File: src/rtl/seqmpy.sv
// Sequential shift-add 32x32 multiplier (MPY / MPYHU / MPYHS), one partial product per clock.
// Optional macro SEQMPY_EARLY_EXIT_EN: stop once the remaining multiplier bits are zero.
module seqmpy #(
  parameter logic OPT_LOWPOWER = 1'b1
) (
  input  logic        i_clk,
  input  logic        i_reset,
  input  logic        i_stb,
  input  logic [1:0]  i_op,
  input  logic [31:0] i_a,
  input  logic [31:0] i_b,
  output logic        o_valid,
  output logic        o_busy,
  output logic [63:0] o_result,
  output logic        o_hi
);

  typedef enum logic [1:0] {IDLE, RUN, FIN} state_t;

  state_t      state;
  logic [63:0] acc;
  logic [31:0] ma;
  logic [31:0] mb;
  logic [5:0]  cnt;
  logic        sgn;

  logic [31:0] abs_a;
  logic [31:0] abs_b;
  logic [32:0] step_sum;
  logic [63:0] step_acc;
  logic [31:0] mb_shift;
  logic        run_done;
  logic [63:0] aligned;
  logic [63:0] final_val;

  // Signed ops work on magnitudes; the sign is reapplied in FIN.
  assign abs_a = (i_op[0] && i_a[31]) ? (~i_a + 32'd1) : i_a;
  assign abs_b = (i_op[0] && i_b[31]) ? (~i_b + 32'd1) : i_b;

  assign step_sum = {1'b0, acc[63:32]} + (mb[0] ? {1'b0, ma} : 33'd0);
  assign step_acc = {step_sum, acc[31:1]};
  assign mb_shift = {1'b0, mb[31:1]};

`ifdef SEQMPY_EARLY_EXIT_EN
  assign run_done = (cnt == 6'd31) || (mb_shift == 32'd0);
  // cnt holds the number of steps taken; skipped steps would only have shifted right.
  assign aligned  = acc >> (6'd32 - cnt);
`else
  assign run_done = (cnt == 6'd31);
  assign aligned  = acc;
`endif

  assign final_val = sgn ? (~aligned + 64'd1) : aligned;

  always_ff @(posedge i_clk) begin
    if (i_reset) begin
      state    <= IDLE;
      acc      <= 64'd0;
      ma       <= 32'd0;
      mb       <= 32'd0;
      cnt      <= 6'd0;
      sgn      <= 1'b0;
      o_valid  <= 1'b0;
      o_busy   <= 1'b0;
      o_result <= 64'd0;
      o_hi     <= 1'b0;
    end else begin
      o_valid  <= 1'b0;
      o_result <= OPT_LOWPOWER ? 64'd0 : acc;
      case (state)
        IDLE: begin
          if (i_stb) begin
            sgn    <= i_op[0] & (i_a[31] ^ i_b[31]);
            o_hi   <= i_op[1];
            ma     <= abs_a;
            mb     <= abs_b;
            acc    <= 64'd0;
            cnt    <= 6'd0;
            o_busy <= 1'b1;
            state  <= RUN;
          end
        end
        RUN: begin
          acc <= step_acc;
          mb  <= mb_shift;
          cnt <= cnt + 6'd1;
          if (run_done)
            state <= FIN;
        end
        FIN: begin
          acc      <= final_val;
          o_result <= final_val;
          o_valid  <= 1'b1;
          o_busy   <= 1'b0;
          state    <= IDLE;
        end
        default: begin
          o_busy <= 1'b0;
          state  <= IDLE;
        end
      endcase
    end
  end

endmodule
File: config.mk
export PLATFORM = sky130hd
export DESIGN_NAME = seqmpy
export DESIGN_NICKNAME = d
export VERILOG_FILES = /design/src/rtl/seqmpy.sv
export SDC_FILE = /design/constraint.sdc
export NUM_CORES = 1
export LEC_CHECK = 0
export ABC_CLOCK_PERIOD_IN_PS = 3100
export CORE_UTILIZATION = 50
export CTS_CLUSTER_SIZE = 25
export DETAILED_ROUTE_END_ITERATION = 12
export GPL_TIMING_DRIVEN = 0
export HOLD_SLACK_MARGIN = 0.08
export PLACE_DENSITY = 0.8
export SLEW_MARGIN = 20
export SYNTH_ARGS = -nofsm -noshare
export SYNTH_HDL_FRONTEND = slang
export SYNTH_SLANG_ARGS = --single-unit
export TNS_END_PERCENT = 100
File: constraint.sdc
create_clock -name i_clk -period 3.1 [get_ports i_clk]
set_clock_uncertainty 0.2 [all_clocks]
set_input_delay 0.62 -clock i_clk [delete_from_list [all_inputs] [get_ports i_clk]]
set_output_delay 0.62 -clock i_clk [all_outputs]
set_load 0.02 [all_outputs]
# Yosys cells after proc, flatten, opt, wreduce, memory -nomap -nowiden
# Index checks and enable logic that the tools add are counted.
# word_totals
out_inout_bits	67
in_bits	69
reg_bits	204
word_cells	54
# classes
eq_ne	5
addsub	5
bitwise	7
reduce_logical	11
muxes	16
# op_table
op	count
case mux 64 bit (3 select lines)	1
two-way mux 32 bit	4
two-way mux 64 bit	2
adder 32 x 1 -> 32 bit, second input constant	2
adder 64 x 1 -> 64 bit, second input constant	1
NOT 32 bit	2
NOT 64 bit	1
case mux 32 bit (2 select lines)	1
adder 32 x 32 -> 33 bit	1
case mux 6 bit (2 select lines)	1
AND reduction 2 bit	5
adder 6 x 1 -> 6 bit, second input constant	1
== test 6 x 5 -> 1 bit, second input constant	1
two-way mux 6 bit	1
two-way mux 2 bit	2
!= test 2 bit, second input constant	2
case mux 2 bit (2 select lines)	1
nonzero test 3 bit	1
== test 2 x 1 -> 1 bit, second input constant	1
== test 2 bit, second input constant	1
logical AND 1 bit	2
logical NOT 2 bit	1
two-way mux 1 bit	2
NOT 1 bit	2
5 further kinds	5

# Longest topological paths before layout
# logic_depth
word_depth	5
depth_mapped	12

# Worst setup path before layout
# Ideal clock, no wire load.
# synth_path
path_type	flip-flop to flip-flop
from	register mb[0]
to	register acc[63]
n_path_buf	1
path_stages_with_launch	12
arrival_time_ps	2934
path_slack_ps	-123
synth_period_minus_slack_ps	3223
cell_sequence	dfxtp_1 clkbuf_1 nand2_1 fa_1 nor2b_1 o31ai_1 a211o_1 o211ai_1 a211o_1 a31oi_1 or3_1 a311oi_2
# synth_between
elab_chain_len	3
# synth_lines
element	line_no	source
start, declared	23	logic [31:0] mb;
start signal, assigned	76	mb <= abs_b;
start signal, assigned	85	mb <= mb_shift;
two-way mux 32 bit	40	assign step_sum = {1'b0, acc[63:32]} + (mb[0] ? {1'b0, ma} : 33'd0);
adder 32 x 32 -> 33 bit	40	
case mux 64 bit (3 select lines)	70	case (state)
end signal, assigned	84	acc <= step_acc;
end signal, assigned	91	acc <= final_val;
end, declared	21	logic [63:0] acc;
# No other way between the ends.
# A chain may end at the register's enable or synchronous reset.

# Worst setup path in the final report
# Same ends and word-level chain as after synthesis.

==> impl_metrics.ini <==
[run_status]
status = finished, violations left
violations = setup timing

[worst_hold_path]
hold_class = reg2reg

[sta]
finalHoldViolCount = 0
finalSetupViolations = 1
slew_violations = 0
max_freq_ghz = 0.313
max-slew-margin-rel_pct = 47.6
period_share_pct = 103
whs_ns = 0.249
tightest_slew_ns = 0.784
setup_slack_ns = -0.0984
post-route-min-period_ns = 3.20
rsz0062_at_grt = yes

[flow_run]
drv_cap = 0

[global_routing]
track_usage_pct = 29.4
grt.overflow.total = 0
grt_pass1_wl_um = 57900
antenna_found_initial = 0
grt_max_degree = 15
grt_pass1_vias = 11000

[setup_path]
required_ns = 3.33
slowest_stage = dfxtp_4
worstSetupPathType = reg2reg
slowest_delay_ns = 0.38
crit_fanout = 6
cp-end-kind = flop
arrival_ns = 3.42
worstPathCellList = and2_4, ha_4, inv_2, fa_2, nor2b_4, o31ai_4, a211o_1, o211ai_1, a211o_1, a31oi_4, or3_4, a311oi_2
startpoint_type = flop
crit_top_cell = a211o_1

[power]
leakagePower_nw = 5.63
ir_drop_v = 0.000309
powerDensity_mw_per_mm2 = 475
power_mw = 7.24

[place]
placed_area_mm2 = 0.0139
portBuffers = 135
gp_congestion = 0.985
place_ws_ns = -1.30
dpl.hpwl_um = 27400

[synthesis]
synth.net_count = 1655
ys_types = 78
synth-seq-cells = 204
synth_warnings = 0
synth_most_common_cell = dfxtp_1
synthesis.area_mm2 = 0.0121
syn_inst = 1545
yosys.area.top_type = dfxtp_1
synth-edff-count = 0
synth_top_family_by_area = compound AO/OA/AOI/OAI gates
synth_xor_xnor_area_share_pct = 10.3
synth_adder_area_share_pct = 4.30
ys.flop_type = dfxtp_1
avgSynthCellArea_um2 = 7.84
synthTopCellsByArea = dfxtp_1 34%, nor2_1 5.5%, nand2_1 5.5%, xnor2_1 5.1%, xor2_1 5.1%
yosysTopAreaCellShare_pct = 33.7
async_reset_ff_share_pct = 0
ys_top_cells_by_count = 204 x dfxtp_1, 177 x nor2_1, 176 x nand2_1
synthSimpleGateAreaFrac_pct = 23.1
synth_compound_area_share_pct = 24.0
synth_mux_area_share_pct = 0.517
ys_seq_area_share_pct = 33.7

[clock_network]
cts_tree = done
clk_pin_slew_ns = 0.07
clock-sinks = 204
clock_latency_ns = 0.52
cts_buffer_depth = 3
cts_buffers = 22
clock_tree.htree_level_count = 1
root_buffer = clkbuf_16

[final_layout]
multi_input_area_mm2 = 0.00810
final_cell_area_mm2 = 0.0153
layout-drive-gt1-share_pct = 9.63
nets = 1819
ff_latch_area_mm2 = 0.00409
area_growth_pct = 26.0
diodes = 0
fin_util_pct = 64.6
nFillCells = 2014

[detailed_routing]
drtPass1Iterations = 6
via_count = 12300
vias_per_cell = 6.01
drt_iter0_drc = 1327
drt-wirelength-per-cell_um = 18.4
finalWirelength_um = 37600
drc_errors = 0
ant_nets = 0

[floorplanning]
ioPinCount = 136
rows = 56
die_h_um = 158
start_util_pct = 51.3
die_x_um = 158
dieArea_mm2 = 0.0248
core_area_mm2 = 0.0236
==> per-stage QoR <==
step | TNS [ns] | std cells
6_report | -0.0984 | 2043
5_1_grt | -0.281 | 2043
4_1_cts | -0.0225 | 2040
3_5_place_dp | -54.48 | 1999
3_3_place_gp | -46.97 | 1999
2_1_floorplan | -0.0138 | 1545
==> kinds of logic after synthesis <==
family	count (synthesis)
simple gates	583
flops	204
fa+ha+maj	41
buf+inv	126
xor+xnor	142
compound gates	443
mux	6
==> metal layers <==
layer | GRT usage, % | vias to the layer above | share of wire (%)
met1 | 41.0 | 5674 | 43
li1 | - | 5862 | -
met3 | 4.82 | 100 | 10
met5 | 0 | - | 0
met4 | 10.7 | 0 | 3.2
met2 | 45.6 | 645 | 44
==> report_power, final <==
group          switching [mW]  leakage, nW  internal, mW  total, mW
sequential              0.103         1.66          2.78       2.88
combinational            1.10         3.60         0.580       1.68
clock                    1.11        0.364          1.57       2.69
total                    2.32         5.63          4.93       7.24
==> critical path, delay by kind of cell, from the launching register on <==
kind                     cells  cell delay (ns)
AO/OA/AOI/OAI                6             1.25
adder cells (fa/ha/maj)      2             0.51
buffers and inverters        1             0.04
flip-flops                   1             0.38
AND/OR/NAND/NOR              3             0.71
==> area by class of cell <==
class / count / share of cell area (%)
multi-input cells: 1215 / 53.1
flip-flops and latches: 204 / 26.8
repair buffers: 147 / 9.47
clock buffers: 27 / 3.99
well taps: 319 / 2.62
plain buffers: 89 / 2.42
clock inverters: 12 / 0.877
inverters: 30 / 0.738
==> worst paths after layout <==
check | from | endpoint | slack [ns] | depth (start not counted)
setup / recovery | mb[0]$_SDFFE_PP0P_ | acc[63]$_SDFFE_PP0P_ | -0.1 | 12
hold / removal | ma[15]$_SDFFE_PP0P_ | ma[15]$_SDFFE_PP0P_ | 0.25 | 2
setup reg to reg | mb[0]$_SDFFE_PP0P_ | acc[63]$_SDFFE_PP0P_ | -0.1 | 12
hold reg to reg | ma[15]$_SDFFE_PP0P_ | ma[15]$_SDFFE_PP0P_ | 0.25 | 2
==> flip-flops by register name, indices dropped and copies added, names as in the netlist <==
register  cells
o_busy        1
o_valid       1
o_hi          1
cnt           6
sgn           1
state         2
o_result     64
acc          64
mb           32
ma           32
==> cells in the final DEF (no fill, tap or decap), types with 12 or more instances in the layout <==
master | Yosys | final
a22oi_1 | 21 | 21
ha_1 | 40 | 25
inv_1 | 30 | 29
dfxtp_1 | 204 | 201
o211ai_1 | 17 | 17
or3_1 | 17 | 15
and2_1 | 50 | 48
a21oi_1 | 115 | 112
clkbuf_1 | 89 | 72
nand4_1 | 12 | 12
o31ai_1 | 27 | 24
clkdlybuf4s50_1 | 0 | 135
nand2_1 | 176 | 173
nor2_1 | 177 | 173
a211oi_1 | 31 | 30
nand3_1 | 25 | 24
o41ai_1 | 15 | 12
clkbuf_16 | 0 | 22
xor2_1 | 71 | 69
xnor2_1 | 71 | 71
a21o_1 | 25 | 25
o21ai_0 | 96 | 88
nor3_1 | 48 | 41
==> what timing repair did <==
item | CTS | global route
endpoints found under the setup margin | 44 | 67
buffers inserted | 7 | 5
hold buffers | 0 | 0
pin swaps | 14 | 13
gates resized for setup | 45 | 84
(Power assumes the default switching activity.)
